## src/rtl/okx_ctrl_pkg.sv

```systemverilog
// Shared types, defaults and the saturating-increment helper for the run controller.
// Latency: n/a (package only).
// Backpressure: n/a (package only).
package okx_ctrl_pkg;

    typedef enum logic [2:0] {
        ST_IDLE,
        ST_RST,
        ST_REQ,
        ST_ARM,
        ST_RUN,
        ST_DONE,
        ST_FAULT
    } run_state_t;

    localparam int          DEF_NUM_PROGS    = 3;
    localparam int          DEF_CNT_W        = 16;
    localparam int unsigned DEF_TIMEOUT      = 32'h0000_FFFF;
    localparam int          DEF_RESET_CYCLES = 2;

    // Increment val, sticking at the all-ones value of a width-bit counter.
    // Operates on a 32-bit carrier so one function serves every counter width.
    function automatic logic [31:0] sat_inc(input logic [31:0] val, input int unsigned width);
        logic [31:0] max_val;
        max_val = (width >= 32) ? 32'hFFFF_FFFF : ((32'd1 << width) - 32'd1);
        return (val >= max_val) ? max_val : (val + 32'd1);
    endfunction

endpackage

```

## src/rtl/sat_counter.sv

```systemverilog
// Saturating up-counter with synchronous clear and count enable.
// Latency: count updates on the edge after clr/en are sampled.
// Backpressure: none; holds at all-ones instead of wrapping.
module sat_counter
    import okx_ctrl_pkg::*;
#(
    parameter int CNT_W = DEF_CNT_W
) (
    input  logic             clk,
    input  logic             reset,
    input  logic             clr,
    input  logic             en,
    output logic [CNT_W-1:0] cnt
);

    // Clear has priority over counting; saturation comes from sat_inc.
    always_ff @(posedge clk) begin
        if (reset || clr) begin
            cnt <= '0;
        end else if (en) begin
            cnt <= CNT_W'(sat_inc(32'(cnt), CNT_W));
        end
    end

endmodule

```

## src/rtl/run_ctrl.sv

```systemverilog
// Program-run sequencer: resets the core, then issues req/awaits halt for each program, timing each.
// Latency: core_reset one cycle after start; next req or done one cycle after halt is seen.
// Backpressure: start is only honoured in IDLE; a watchdog ends a run that never halts.
module run_ctrl
    import okx_ctrl_pkg::*;
#(
    parameter int          NUM_PROGS    = DEF_NUM_PROGS,
    parameter int          CNT_W        = DEF_CNT_W,
    parameter int unsigned TIMEOUT      = DEF_TIMEOUT,
    parameter int          RESET_CYCLES = DEF_RESET_CYCLES
) (
    input  logic             clk,
    input  logic             reset,
    input  logic             start,
    input  logic             core_halt,
    output logic             core_reset,
    output logic             core_req,
    output logic             busy,
    output logic             done,
    output logic             timeout,
    output logic [2:0]       prog_idx,
    input  logic [2:0]       rd_sel,
    output logic [CNT_W-1:0] rd_cycles
);

    localparam int               RW       = (RESET_CYCLES > 1) ? $clog2(RESET_CYCLES) : 1;
    localparam logic [RW-1:0]    RST_LAST = RW'(RESET_CYCLES - 1);
    localparam logic [CNT_W-1:0] TO_VAL   = CNT_W'(TIMEOUT);
    localparam logic [2:0]       LAST_IDX = 3'(NUM_PROGS - 1);

    run_state_t       state;
    logic [RW-1:0]    rst_cnt;
    logic [CNT_W-1:0] cnt;
    logic [CNT_W-1:0] cnt_inc;
    logic [CNT_W-1:0] rec [NUM_PROGS];
    logic             cnt_clr;
    logic             cnt_en;

    // The counter restarts for every program in REQ and only advances in RUN while the core runs.
    assign cnt_clr = (state == ST_REQ);
    assign cnt_en  = (state == ST_RUN) && !core_halt;
    // Value the record takes if this cycle ends the program (cycles so far including this one).
    assign cnt_inc = CNT_W'(sat_inc(32'(cnt), CNT_W));

    sat_counter #(
        .CNT_W (CNT_W)
    ) u_cnt (
        .clk   (clk),
        .reset (reset),
        .clr   (cnt_clr),
        .en    (cnt_en),
        .cnt   (cnt)
    );

    // Sequencer FSM with registered Moore outputs, fault flag, program index and cycle records.
    always_ff @(posedge clk) begin
        if (reset) begin
            state      <= ST_IDLE;
            rst_cnt    <= '0;
            core_reset <= 1'b0;
            core_req   <= 1'b0;
            busy       <= 1'b0;
            done       <= 1'b0;
            timeout    <= 1'b0;
            prog_idx   <= 3'd0;
            for (int i = 0; i < NUM_PROGS; i++) begin
                rec[i] <= '0;
            end
        end else begin
            case (state)
                ST_IDLE: begin
                    if (start) begin
                        state      <= ST_RST;
                        rst_cnt    <= RST_LAST;
                        core_reset <= 1'b1;
                        busy       <= 1'b1;
                        timeout    <= 1'b0;
                        prog_idx   <= 3'd0;
                        for (int i = 0; i < NUM_PROGS; i++) begin
                            rec[i] <= '0;
                        end
                    end
                end
                ST_RST: begin
                    if (rst_cnt == '0) begin
                        state      <= ST_REQ;
                        core_reset <= 1'b0;
                        core_req   <= 1'b1;
                    end else begin
                        rst_cnt <= rst_cnt - RW'(1);
                    end
                end
                ST_REQ: begin
                    state    <= ST_ARM;
                    core_req <= 1'b0;
                end
                ST_ARM: begin
                    // A halt still asserted from the previous program is deliberately not looked at here.
                    state <= ST_RUN;
                end
                ST_RUN: begin
                    if (core_halt) begin
                        for (int i = 0; i < NUM_PROGS; i++) begin
                            if (prog_idx == 3'(i)) begin
                                rec[i] <= cnt_inc;
                            end
                        end
                        if (prog_idx == LAST_IDX) begin
                            state <= ST_DONE;
                            done  <= 1'b1;
                        end else begin
                            state    <= ST_REQ;
                            core_req <= 1'b1;
                            prog_idx <= prog_idx + 3'd1;
                        end
                    end else if (cnt_inc == TO_VAL) begin
                        for (int i = 0; i < NUM_PROGS; i++) begin
                            if (prog_idx == 3'(i)) begin
                                rec[i] <= TO_VAL;
                            end
                        end
                        state   <= ST_FAULT;
                        timeout <= 1'b1;
                        done    <= 1'b1;
                    end
                end
                ST_DONE, ST_FAULT: begin
                    state <= ST_IDLE;
                    done  <= 1'b0;
                    busy  <= 1'b0;
                end
                default: begin
                    state      <= ST_IDLE;
                    core_reset <= 1'b0;
                    core_req   <= 1'b0;
                    busy       <= 1'b0;
                    done       <= 1'b0;
                end
            endcase
        end
    end

    // Zero-latency record read; out-of-range selects read as zero.
    always_comb begin
        rd_cycles = '0;
        for (int i = 0; i < NUM_PROGS; i++) begin
            if (rd_sel == 3'(i)) begin
                rd_cycles = rec[i];
            end
        end
    end

endmodule

```

## config.mk

```make
export PLATFORM = sky130hd
export DESIGN_NAME = run_ctrl
export DESIGN_NICKNAME = d
export VERILOG_FILES = /design/src/rtl/okx_ctrl_pkg.sv /design/src/rtl/sat_counter.sv /design/src/rtl/run_ctrl.sv
export SDC_FILE = /design/constraint.sdc
export NUM_CORES = 1
export LEC_CHECK = 0
export CAP_MARGIN = 20
export CELL_PAD_IN_SITES_DETAIL_PLACEMENT = 1
export CELL_PAD_IN_SITES_GLOBAL_PLACEMENT = 1
export CORE_MARGIN = 3
export CORE_UTILIZATION = 42
export CTS_CLUSTER_SIZE = 12
export DETAILED_ROUTE_END_ITERATION = 7
export PLACE_DENSITY = 0.83
export SYNTH_ARGS = -nofsm -noshare
export SYNTH_HDL_FRONTEND = slang
export SYNTH_SLANG_ARGS = --single-unit
```

## constraint.sdc

```tcl
create_clock -name clk -period 4.9 [get_ports clk]
set_input_delay 0.98 -clock clk [delete_from_list [all_inputs] [get_ports clk]]
set_output_delay 0.98 -clock clk [all_outputs]
set_load 0.005 [all_outputs]
```

* After elaboration in Yosys (flattened, before gate mapping)
Memory sizes are Yosys's and may differ from the RTL's.
Index checks and enable logic that the tools add are counted.
** Operators by class
- Add/subtract/negate cells :: 3
- Order comparisons :: 1
- Equal/unequal tests :: 19
- Multiplexer cells :: 76
- Bitwise logic cells :: 13
- Reductions and logical operators :: 20
** Operators with widths (number)
- two-way mux 16 bit :: 13
- two-way mux 1 bit :: 47
- two-way mux 3 bit :: 8
- adder 16 x 1 -> 16 bit (second input constant) :: 1
- equality test 16 bit (second input constant) :: 1
- >= comparator 16 bit (second input constant) :: 1
- one-hot mux 3 bit (5 select lines) :: 1
- equality test 3 x 2 -> 1 bit (second input constant) :: 4
- AND reduction 4 bit :: 3
- OR reduction 4 bit :: 3
- inequality test 2 bit (second input constant) :: 5
- equality test 3 x 1 -> 1 bit (second input constant) :: 3
- equality test 3 bit (second input constant) :: 3
- logical NOT 3 bit :: 3
- OR 1 bit :: 9
- AND reduction 3 bit :: 3
- one-hot mux 1 bit (2 select lines) :: 4
- inequality test 3 x 2 -> 1 bit (second input constant) :: 2
- one-hot mux 1 bit (3 select lines) :: 2
- one-hot mux 3 bit (2 select lines) :: 1
- OR reduction 5 bit :: 1
- inverter 1 bit :: 4
- AND reduction 2 bit :: 2
- nonzero test 2 bit :: 2
- other kinds (6) :: 6
** Word-level totals
- Bits in registers :: 28
- Bits in writable memories :: 48
- Input bits :: 7
- Output and inout bits :: 24
- Logic and storage cells :: 142
- Memories kept :: 1
** Memories
- rec :: words 3, bits a word 16, rd ports 3, clocked after memory_dff 0, wr ports 3, RTL line run_ctrl.sv:35 : logic [CNT_W-1:0] rec [NUM_PROGS];

* Logic depth before layout (Yosys ltp)
Gate-level depths: netlist of the first run.
- Depth in word-level cells :: 9
- Depth in mapped cells :: 10
- Mapped depth without buffers :: 8

* By module
A second synthesis of the first run with hierarchy kept.
** Second synthesis, totals
- Cell total of the unflattened synthesis :: 419
- Area total of the unflattened synthesis :: 4119.0 um2
** Modules (own cells, without submodules)
- run_ctrl :: instances 1, cells each 337, area each 3337.0 um2
- sat_counter :: instances 1, cells each 82, area each 782.0 um2

* Least setup slack after synthesis of the first run
No wires, ideal clock.
- Path type :: register -> register
- Start :: register u_cnt.cnt[1]
- End :: memory rec[0][0] (netlist bit), enable pin
- Setup time :: 0.411 ns
- Data arrival time :: 3.488 ns
- Setup slack :: 1.001 ns
- Stages on the path, launching flop included :: 11
- Period minus slack after synthesis :: 3.899 ns
- Path through :: dfxtp_1 -> ha_1 -> buf_4 -> nand4_2 -> or3_1 -> buf_2 -> or2_0 -> buf_6 -> a2111oi_4 -> a21oi_4 -> o21ai_0
** RTL lines
- from (decl) :: RTL line sat_counter.sv:13 : output logic [CNT_W-1:0] cnt
- from (signal assigned) :: RTL line sat_counter.sv:21 : cnt <= CNT_W'(sat_inc(32'(cnt), CNT_W));
- to (decl) :: RTL line run_ctrl.sv:35

* Worst setup path in the final report of the first run
- Start :: input rd_sel[1]
- End :: output rd_cycles[0]
** Between the ends
- Longest elaborated chain between the ends :: 4
** RTL lines
- from (decl) :: RTL line run_ctrl.sv:22 : input logic [2:0] rd_sel,
- logical NOT 3 bit :: RTL line run_ctrl.sv:147 : if (rd_sel == 3'(i)) begin
- two-way mux 16 bit (2 in series) :: RTL line run_ctrl.sv:147
- two-way mux 16 bit (*) :: RTL line run_ctrl.sv:147
- to (decl) :: RTL line run_ctrl.sv:23 : output logic [CNT_W-1:0] rd_cycles
Every way passes the cells marked *; elsewhere a longest branch is shown, timed or not.

==> results.md, run 1 <==
- Run status: finished clean
- Synth cell types: 54
- Biggest area consumer among synthesized cells: edfxtp_1
- Vias per cell: 5.59
- Comb pwr share: 9.9%
- Ys flop type: edfxtp_1
- Seq/Total Area, Yosys: 51.3%
- First drt pass iteration count: 4
- Fillers: 987
- Power Density: 292 mW/mm²
- Crit Path Class: primary input to output pin
- Sw power: 336 µW
- Ports: 31
- Clk root buf: clkbuf_8
- CTS Buffer Depth: 2
- Leakage power: 0.00161 µW
- Max Clk Rate: 263 MHz
- Antenna diodes: 0
- Placer congestion estimate: 0.841
- Mapped Nets: 414
- Final Hold Viols: 0
- Core Region: 0.00889 mm²
- Avg Inst Size Synth: 9.71 µm²
- Arrival @ worst endpoint: 2.82 ns
- Leading post-synthesis cells by cell area: edfxtp_1, dfxtp_1, nor2_1, a21oi_1, mux2i_1
- Min-delay src: timeout$_SDFFE_PP0P_
- Startpoint types: primary input
- Clock network fraction of total power: 33.3%
- Most used standard cell by instance count after synthesis: nor2_1
- Total Routing Usage GR: 18.2%
- DP HPWL: 6.46 mm
- Hold Path Sink: timeout$_SDFFE_PP0P_
- CP max FO: 17
- Flop-to-flop setup slack: 1.11 ns
- Sequential power share: 56.8%
- Crit share post-route: 77.5%
- Req. time, crit path: 3.92 ns
- Fin area: 0.00444 mm²
- CTS resizes: 0
- Skew final: 0.0111 ns
- Worst R2R End: rec[0][42]$_DFFE_PP_
- Largest net degree at the start of global routing: 18
- Multi-input logic area: 0.00174 mm²
- Routed Wire Length: 8.96 mm
- Vias in the first global route: 2966
- Cells on Worst Hold Path: 2
- Sequential cell area: 0.00200 mm²
- Sum Neg Setup Slack: 0 ns
- Synth Warn #: 0
- DRT antenna net count: 0
- Die width: 102 µm
- EDFF count, synth: 48
- Area growth from synthesis to layout: 13.9%
- Min-delay worst type: flip-flop to flip-flop
- First-pass GRT wire length: 14.8 mm
- Least-Margin Pin Slew: 0.778 ns
- CTS tree: done
- Wire length per cell: 16.7 µm
- Switching Fraction: 25.9%
- Hold buffers post-CTS: 0
- Die Span Y: 102 µm
- Internal power: 962 µW
- Remaining global-route overflow: 0
- Worst R2R Path Depth: 8
- Placed inst area: 0.00427 mm²
- Max Cap Viol: 0
- RSZ-0062 raised after global routing: false
- Buffers on Ports: 30
- Drt initial violations: 128
- H-Tree Depth: 3
- Final Util: 50.0%
- DRC violations left: 0
- Nets@finish: 434
- Cells after Synth: 402
- Layout cells sized above 1: 7.73%
- Final setup violation count: 0
- Worst-skew pair later-pin latency: 0.35 ns
- Max_slew headroom: 47.7%
- Clock sink total: 76
- Synthesized area: 0.00390 mm²
- WHS: 0.478 ns
- CTS Buf Count: 9
- Initial Util: 43.9%
- Peak VDD IR: 0.140 mV
- Max Slew Vio Count: 0
- Setup bufs post-CTS: 0
- FP Rows: 34
- Final Power: 1300 µW
- Via count: 2990
- Worst-path clk slew: 0.09 ns
- Top cells by count, synth: nor2_1, edfxtp_1, a21oi_1
- Synthesis-stage register bit count: 76
- FFs w/ async S/R, synth: 0%
- R2r startpoint: u_cnt.cnt[0]$_SDFFE_PP0P_
- CP endpoint kind: output pin
- Initial antenna violation count: 0
- Die area: 0.0105 mm²
- Post-layout min period: 3.80 ns
- Yosys top cell area share: 36.9%
## placed cells by master, fill, tap and decap left out, types with 5 or more instances in the layout
cell	Yosys	layout
nor2_1	73	73
edfxtp_1	48	48
a21oi_1	38	38
clkdlybuf4s50_1	0	30
dfxtp_1	28	28
nand2_1	25	25
o21ai_0	24	22
mux2i_1	19	19
inv_1	10	10
nand3_1	10	10
clkbuf_8	0	9
nor3_1	8	8
a211oi_1	8	8
nor2b_1	7	7
buf_4	5	7
nand2b_1	6	6
and3_1	6	6
nand4_1	6	6
xnor2_1	6	6
a311oi_1	5	5
ha_1	5	5
## per-layer routing
metal / global-route usage [%] / wire [µm]
met1: 23.8 / 4180
met2: 30.4 / 4370
met3: 3.28 / 248
met4: 6.36 / 166
met5: 0 / 0
## power by group through the flow
stage	clock (µW)	combinational [µW]	sequential, µW
6_report	432	129	737
5_1_grt	471	144	742
3_3_place_gp	0	126	750
2_1_floorplan	0	82.3	745
3_5_place_dp	0	130	753
4_1_cts	442	130	738
## worst max-delay path, stage by stage
cell,delay [ns]
clkdlybuf4s50_1,0.46
buf_4,0.21
nor2b_1,0.18
buf_4,0.23
a21oi_1,0.10
nor2_1,0.12
clkdlybuf4s50_1,0.53
## flip-flops by register name (all words and copies together), names as in the netlist
| name | cells |
|---|---|
| rec | 48 |
| u_cnt.cnt | 16 |
| prog_idx | 3 |
| state | 3 |
| busy | 1 |
| core_req | 1 |
| core_reset | 1 |
| done | 1 |
| rst_cnt | 1 |
| timeout | 1 |
## kinds of logic (layout without fill, tap and decap cells)
logic type | after synthesis | count (layout) | synth area share, %
compound gates | 98 | 98 | 16.4
fa+ha+maj | 5 | 5 | 1.60
flops | 76 | 76 | 51.3
xor+xnor | 10 | 10 | 2.24
mux | 20 | 20 | 5.16
simple gates | 155 | 155 | 18.9
buf+inv | 38 | 63 | 4.39
## cell type report
| type | count | area share (%) |
|---|---|---|
| Inverter | 10 | 0.845 |
| Multi-Input combinational cell | 288 | 39.2 |
| Clock buffer | 10 | 2.87 |
| Sequential cell | 76 | 45.1 |
| Clock inverter | 6 | 1.07 |
| Timing Repair Buffer | 37 | 7.94 |
| Tap cell | 108 | 3.04 |
## worst max-delay path by stage
stage	startpoint	endpoint	slack, ns
CTS	rd_sel[1]	rd_cycles[0]	1.09
floorplan	u_cnt.cnt[1]$_SDFFE_PP0P_	rec[0][0]$_DFFE_PP_	1.00
global placement	rd_sel[1]	rd_cycles[3]	1.20
global route	u_cnt.cnt[0]$_SDFFE_PP0P_	rec[0][39]$_DFFE_PP_	0.86
finish	rd_sel[1]	rd_cycles[0]	1.10
detailed placement	rd_sel[1]	rd_cycles[2]	1.13
## metrics by stage
stage | worst slack [ns] | cells
after floorplan | 1.00 | 402
after global placement | 1.20 | 519
after detailed placement | 1.13 | 519
after CTS | 1.09 | 535
after global routing | 0.860 | 535
final | 1.10 | 535
(Power assumes the default switching activity.)
==> inputs of run 2 (changes only) <==
Clock period 4.9 ns to 3.5 ns, I/O delays scaled along.
==> run 2 against run 1 <==
Compared with the run above: hold slack improved by 0.020 ns; clock skew rose by 0.0018 ns; routed wire length grew 11%; clock power grew 71%; final cell count up 2.2%; combinational power is 47% higher; die area unchanged; total power grew 51%; via count grew 5.9%; critical endpoint is now rec[0][32]$_DFFE_PP_.
==> results.md, run 2 (synthesis gave the netlist of run 1 again) <==
- Run status: finished clean
- WHS: 0.497 ns (+0.0197 ns)
- Initial Util: 43.9% (unchanged)
- Clk root buf: clkbuf_8
- Fin area: 0.00461 mm² (+3.7%)
- Via count: 3165 (+5.9%)
- Req. time, crit path: 3.55 ns (-0.37 ns)
- Hold Path Sink: core_reset$_SDFFE_PP0P_
- Max Clk Rate: 302 MHz
- FP Rows: 34 (unchanged)
- CP endpoint kind: flip-flop
- Setup bufs post-CTS: 0 (unchanged)
- Final setup violation count: 0 (unchanged)
- Vias per cell: 5.79 (+3.5%)
- Vias in the first global route: 3191 (+7.6%)
- Startpoint types: flip-flop
- Drt initial violations: 103 (-20%)
- DP HPWL: 7.16 mm (+11%)
- Dpl ws: 0.194 ns (-0.935 ns)
- Leakage power: 0.00173 µW (+7.0%)
- Max Slew Vio Count: 0 (unchanged)
- Placed inst area: 0.00437 mm² (+2.4%)
- Crit share post-route: 94.6%
- Antenna diodes: 0 (unchanged)
- Max FFs per register: 48 (unchanged)
- Peak VDD IR: 0.218 mV (+56%)
- DRT antenna net count: 0 (unchanged)
- Remaining global-route overflow: 0 (unchanged)
- Layout cells sized above 1: 10.5% (+2.8 points)
- Ports: 31 (unchanged)
- Initial antenna violation count: 0 (unchanged)
- Routed Wire Length: 9.97 mm (+11%)
- H-Tree Depth: 3 (unchanged)
- First-pass GRT wire length: 16.5 mm (+11%)
- Core Region: 0.00889 mm² (unchanged)
- Worst R2R End: rec[0][32]$_DFFE_PP_
- Crit path from: u_cnt.cnt[1]$_SDFFE_PP0P_
- Wire length per cell: 18.2 µm (+8.8%)
- CTS tree: done
- Worst-skew pair later-pin latency: 0.35 ns (about the same)
- Cells on Worst Hold Path: 2 (unchanged)
- First drt pass iteration count: 4 (unchanged)
- Die width: 102 µm (unchanged)
- CP max FO: 16 (-1)
- Final Hold Viols: 0 (unchanged)
- Worst R2R Path Depth: 8 (unchanged)
- Placer congestion estimate: 0.926 (+10%)
- Most frequent cells in the layout: nor2_1, edfxtp_1, a21oi_1
- Nets@finish: 446 (+2.8%)
- Max Cap Viol: 0 (unchanged)
- Crit Path Class: flip-flop to flip-flop
- DRC violations left: 0 (unchanged)
- CTS Buf Count: 9 (unchanged)
- Total Routing Usage GR: 20.4% (+2.2 points)
- Area growth from synthesis to layout: 18.0%
- Arrival @ worst endpoint: 3.37 ns (+0.55 ns)
- Commonest non-fill, non-tap cell in the layout: nor2_1
- Worst-path clk slew: 0.09 ns (about the same)
- Fillers: 991 (+0.41%)
- Die Span Y: 102 µm (unchanged)
- Largest net degree at the start of global routing: 17 (-1)
- Sum Neg Setup Slack: 0 ns (unchanged)
- R2r startpoint: u_cnt.cnt[1]$_SDFFE_PP0P_
- Biggest register: rec
- Max_slew headroom: 49.0% (+1.3 points)
- Flop-to-flop setup slack: 0.19 ns (-0.92 ns)
- Skew final: 0.0129 ns (+0.00178 ns)
- RSZ-0062 raised after global routing: false
- CTS Buffer Depth: 2 (unchanged)
- Min-delay src: core_reset$_SDFFE_PP0P_
- Worst Slack Setup Final: 0.189 ns (-0.911 ns)
- Buffers on Ports: 30 (unchanged)
- Biggest regs: rec: 48 flops, u_cnt.cnt: 16 flops
- Clock sink total: 76 (unchanged)
- Die area: 0.0105 mm² (unchanged)
- Post-layout min period: 3.31 ns
- Power Density: 426 mW/mm² (+46%)
- Least-Margin Pin Slew: 0.758 ns (-0.0208 ns)
- Min-delay worst type: flip-flop to flip-flop
[run 2: per-layer routing]
layer	vias up	share of wire (%)	global-route usage, %
li1	1513	-	-
met1	1571	44	25.7
met2	63	50	34.6
met3	18	3.9	4.23
met4	0	2.1	7.47
met5	-	0	0
[run 2: repair_timing]
action | 4_1_cts | 5_1_grt
gates resized for setup | 0 | 2
hold buffers | 0 | 0
setup endpoints to repair | 0 | 16
[run 2: worst max-delay path, stage by stage (launching register included)]
cell and delay (ns):
dfxtp_1 0.43, ha_2 0.32, nand4_2 0.16, or3_1 0.40
or2_0 0.41, a2111oi_4 0.52, a21oi_4 0.16, o41ai_4 0.40
buf_12 0.20
[run 2: how the worst max path moves through the flow]
| stage | to |
|---|---|
| 2_1_floorplan | rec[0][0]$_DFFE_PP_ |
| 3_3_place_gp | rec[0][36]$_DFFE_PP_ |
| 3_5_place_dp | rec[0][37]$_DFFE_PP_ |
| 4_1_cts | rec[0][42]$_DFFE_PP_ |
| 5_1_grt | rec[0][33]$_DFFE_PP_ |
| 6_report | rec[0][32]$_DFFE_PP_ |
[run 2: layout make-up]
type | instances | area (µm²) | area share (%)
well taps | 108 | 135 | 2.93
multi-input cells | 288 | 1750 | 38.1
clock inverters | 7 | 97.6 | 2.12
flip-flops and latches | 76 | 2000 | 43.5
inverters | 10 | 37.5 | 0.815
clock buffers | 9 | 124 | 2.69
repair buffers | 49 | 455 | 9.89
[run 2: stage by stage]
step                      std cells  util (%)  total power, µW
after floorplan                 402         -             1160
after global placement          531      49.2             1230
after detailed placement        531      49.2             1240
after CTS                       547      51.6             1980
after global routing            547      51.8             2040
final                           547      51.8             1960
[run 2: power by group]
group	leakage (µW)	internal, µW	switching, µW
clock network	0.000108	405	335
registers	0.000747	1010	26.3
logic	0.000873	82.3	107
total	0.00173	1490	468
==> inputs of run 3 (changes only) <==
Settings changed: CORE_MARGIN 3 to 8, TNS_END_PERCENT from default to 30.
==> run 3 against run 2 <==
Compared with the run above: cell area fell by 0.60%; register-to-register slack improved by 0.04 ns; clock-buffer cell count rose by 2; sequential cell count did not move; combinational power barely moved; setup slack improved by 0.036 ns; die area rose by 20%; critical path type unchanged.
==> results.md, run 3 (synthesis gave the netlist of run 1 again) <==
- Commonest non-fill, non-tap cell in the layout: nor2_1
- Vias per cell: 5.68 (-1.8%)
- Core Region: 0.00911 mm² (+2.4%)
- Final Hold Viols: 0 (unchanged)
- Setup bufs post-CTS: 0 (unchanged)
- Worst-path cell chain: ha_2 > nand4_2 > or3_1 > or2_0 > a2111oi_4 > a21oi_4 > o41ai_4 > buf_12
- Biggest regs: rec: 48 flops, u_cnt.cnt: 16 flops
- Peak VDD IR: 0.203 mV (-7.0%)
- DP HPWL: 7.08 mm (-1.1%)
- Placer congestion estimate: 0.896 (-3.2%)
- Initial antenna violation count: 0 (unchanged)
- GR Util met2: 27.5% (-7.0 points)
- Biggest register: rec
- Max Cap Viol: 0 (unchanged)
- H-Tree Depth: 3 (unchanged)
- CTS tree: done
- Die area: 0.0126 mm² (+20%)
- DRC violations left: 0 (unchanged)
- First drt pass iteration count: 4 (unchanged)
- Routed Wire Length: 9.79 mm (-1.8%)
- CTS resizes: 0 (unchanged)
- Leakage power: 0.00170 µW (-1.8%)
- Clock sink total: 76 (unchanged)
- Antenna diodes: 0 (unchanged)
- Via count: 3113 (-1.6%)
- Largest net degree at the start of global routing: 17 (unchanged)
- Req. time, crit path: 3.56 ns (about the same)
- Vias in the first global route: 3204 (+0.41%)
- Clk root buf: clkbuf_8
- Remaining global-route overflow: 0 (unchanged)
- CP max-delay cell: a2111oi_4
- RSZ-0062 raised after global routing: false
- Worst-skew pair later-pin latency: 0.35 ns (about the same)
- Total Routing Usage GR: 15.9% (-4.5 points)
- Wire length per cell: 17.9 µm (-1.9%)
- Finished Layout Cells: 548 (+0.18%)
- Die Span Y: 112 µm (+9.8%)
- CP max FO: 16 (unchanged)
- Max incr delay on CP: 0.51 ns (about the same)
- Sequential cell area: 0.00200 mm² (unchanged)
- Skew final: 0.0114 ns (-0.00149 ns)
- Max Clk Rate: 305 MHz (+1.1%)
- Least-Margin Pin Slew: 0.716 ns (-0.0410 ns)
- Crit Path Class: flip-flop to flip-flop
- Most crowded layer after global routing: met2
- Met3 Use GR: 3.38% (-0.85 points)
- Fillers: 1032 (+4.1%)
- Min-delay src: core_reset$_SDFFE_PP0P_
- Initial Util: 42.8% (-1.0 points)
- Drt initial violations: 191 (+85%)
- Die width: 112 µm (+9.8%)
- Buffers on Ports: 30 (unchanged)
- Max FFs per register: 48 (unchanged)
- Area growth from synthesis to layout: 17.3%
- DP Cell Count: 532 (+0.19%)
- Final setup violation count: 0 (unchanged)
- Cells on Worst Hold Path: 2 (unchanged)
- Arrival @ worst endpoint: 3.33 ns (-0.04 ns)
- Ports: 31 (unchanged)
- Worst R2R Path Depth: 8 (unchanged)
- FP Rows: 35 (+2.9%)
- Worst R2R End: rec[0][33]$_DFFE_PP_
- Nets@finish: 444 (-0.45%)
- Run status: finished clean
- R2r startpoint: u_cnt.cnt[1]$_SDFFE_PP0P_
- CTS Buffer Depth: 2 (unchanged)
- Layout cells sized above 1: 9.84% (-0.64 points)
- Post-layout min period: 3.27 ns (-0.0361 ns)
- Hold Path Sink: core_reset$_SDFFE_PP0P_
- Multi-input logic area: 0.00174 mm² (-0.64%)
- CTS Buf Count: 9 (unchanged)
- Min-delay worst type: flip-flop to flip-flop
- Most frequent cells in the layout: nor2_1, edfxtp_1, a21oi_1
- Crit share post-route: 93.6% (-1.0 points)
- First-pass GRT wire length: 16.2 mm (-1.7%)
- Sum Neg Setup Slack: 0 ns (unchanged)
- Final Util: 50.3% (-1.5 points)
- DRT antenna net count: 0 (unchanged)
- Startpoint types: flip-flop
- CP endpoint kind: flip-flop
- Max Slew Vio Count: 0 (unchanged)
- Power Density: 427 mW/mm² (+0.34%)
- Flop-to-flop setup slack: 0.23 ns (+0.04 ns)
- Max_slew headroom: 51.7% (+2.8 points)
- Hold buffers post-CTS: 0 (unchanged)
- Met1 Track Usage GR: 18.5% (-7.2 points)
- Worst-path clk slew: 0.08 ns (about the same)
==> run 3: changes by cell type in the layout (fill, tap and decap cells not counted) <==
cell	before	now
buf_4	18	16
inv_6	2	1
clkbuf_1	0	2
a221oi_2	0	1
clkinv_1	1	0
a221oi_4	1	0
==> run 3: how the worst max path moves through the flow <==
| stage | to | from | cells past startpoint |
|---|---|---|---|
| floorplan | rec[0][0]$_DFFE_PP_ | u_cnt.cnt[1]$_SDFFE_PP0P_ | 10 |
| global placement | rec[0][37]$_DFFE_PP_ | u_cnt.cnt[1]$_SDFFE_PP0P_ | 8 |
| detailed placement | rec[0][37]$_DFFE_PP_ | u_cnt.cnt[1]$_SDFFE_PP0P_ | 8 |
| CTS | rec[0][39]$_DFFE_PP_ | u_cnt.cnt[1]$_SDFFE_PP0P_ | 8 |
| global route | rec[0][39]$_DFFE_PP_ | u_cnt.cnt[1]$_SDFFE_PP0P_ | 8 |
| finish | rec[0][33]$_DFFE_PP_ | u_cnt.cnt[1]$_SDFFE_PP0P_ | 8 |
==> run 3: critical path: cells and delay by family, from the launching register on <==
family / cells / cell delay (ns)
simple gates: 3 / 0.95
flops: 1 / 0.43
buf+inv: 1 / 0.21
compound gates: 3 / 1.06
fa+ha+maj: 1 / 0.32
==> run 3: per-layer routing <==
layer,share of wire [%],vias up
met1,44,1525
met4,2.3,0
met5,0,-
li1,-,1501
met2,50,66
met3,3.6,21
==> run 3: per-stage QoR <==
| stage | hold slack, ns | setup slack, ns | total power [µW] | area (µm²) |
|---|---|---|---|---|
| 2_1_floorplan | 0.449 | -0.399 | 1160 | 3900 |
| 3_3_place_gp | 0.472 | 0.371 | 1230 | 4360 |
| 3_5_place_dp | 0.489 | 0.213 | 1250 | 4360 |
| 4_1_cts | 0.501 | 0.160 | 1970 | 4580 |
| 5_1_grt | 0.540 | 0.0822 | 2040 | 4580 |
| 6_report | 0.497 | 0.225 | 1960 | 4580 |
==> run 3: area by class of cell <==
class                   count  share of cell area, %
repair buffers             47                   9.62
clock buffers              11                   2.87
flip-flops and latches     76                   43.7
well taps                 111                   3.03
clock inverters             5                   1.86
multi-input cells         288                   38.1
inverters                  10                  0.820
==> run 3: power breakdown <==
group          total [µW]  switching [µW]  internal (µW)
clock network         735             329            406
logic                 189             107           82.1
registers            1030            26.0           1010
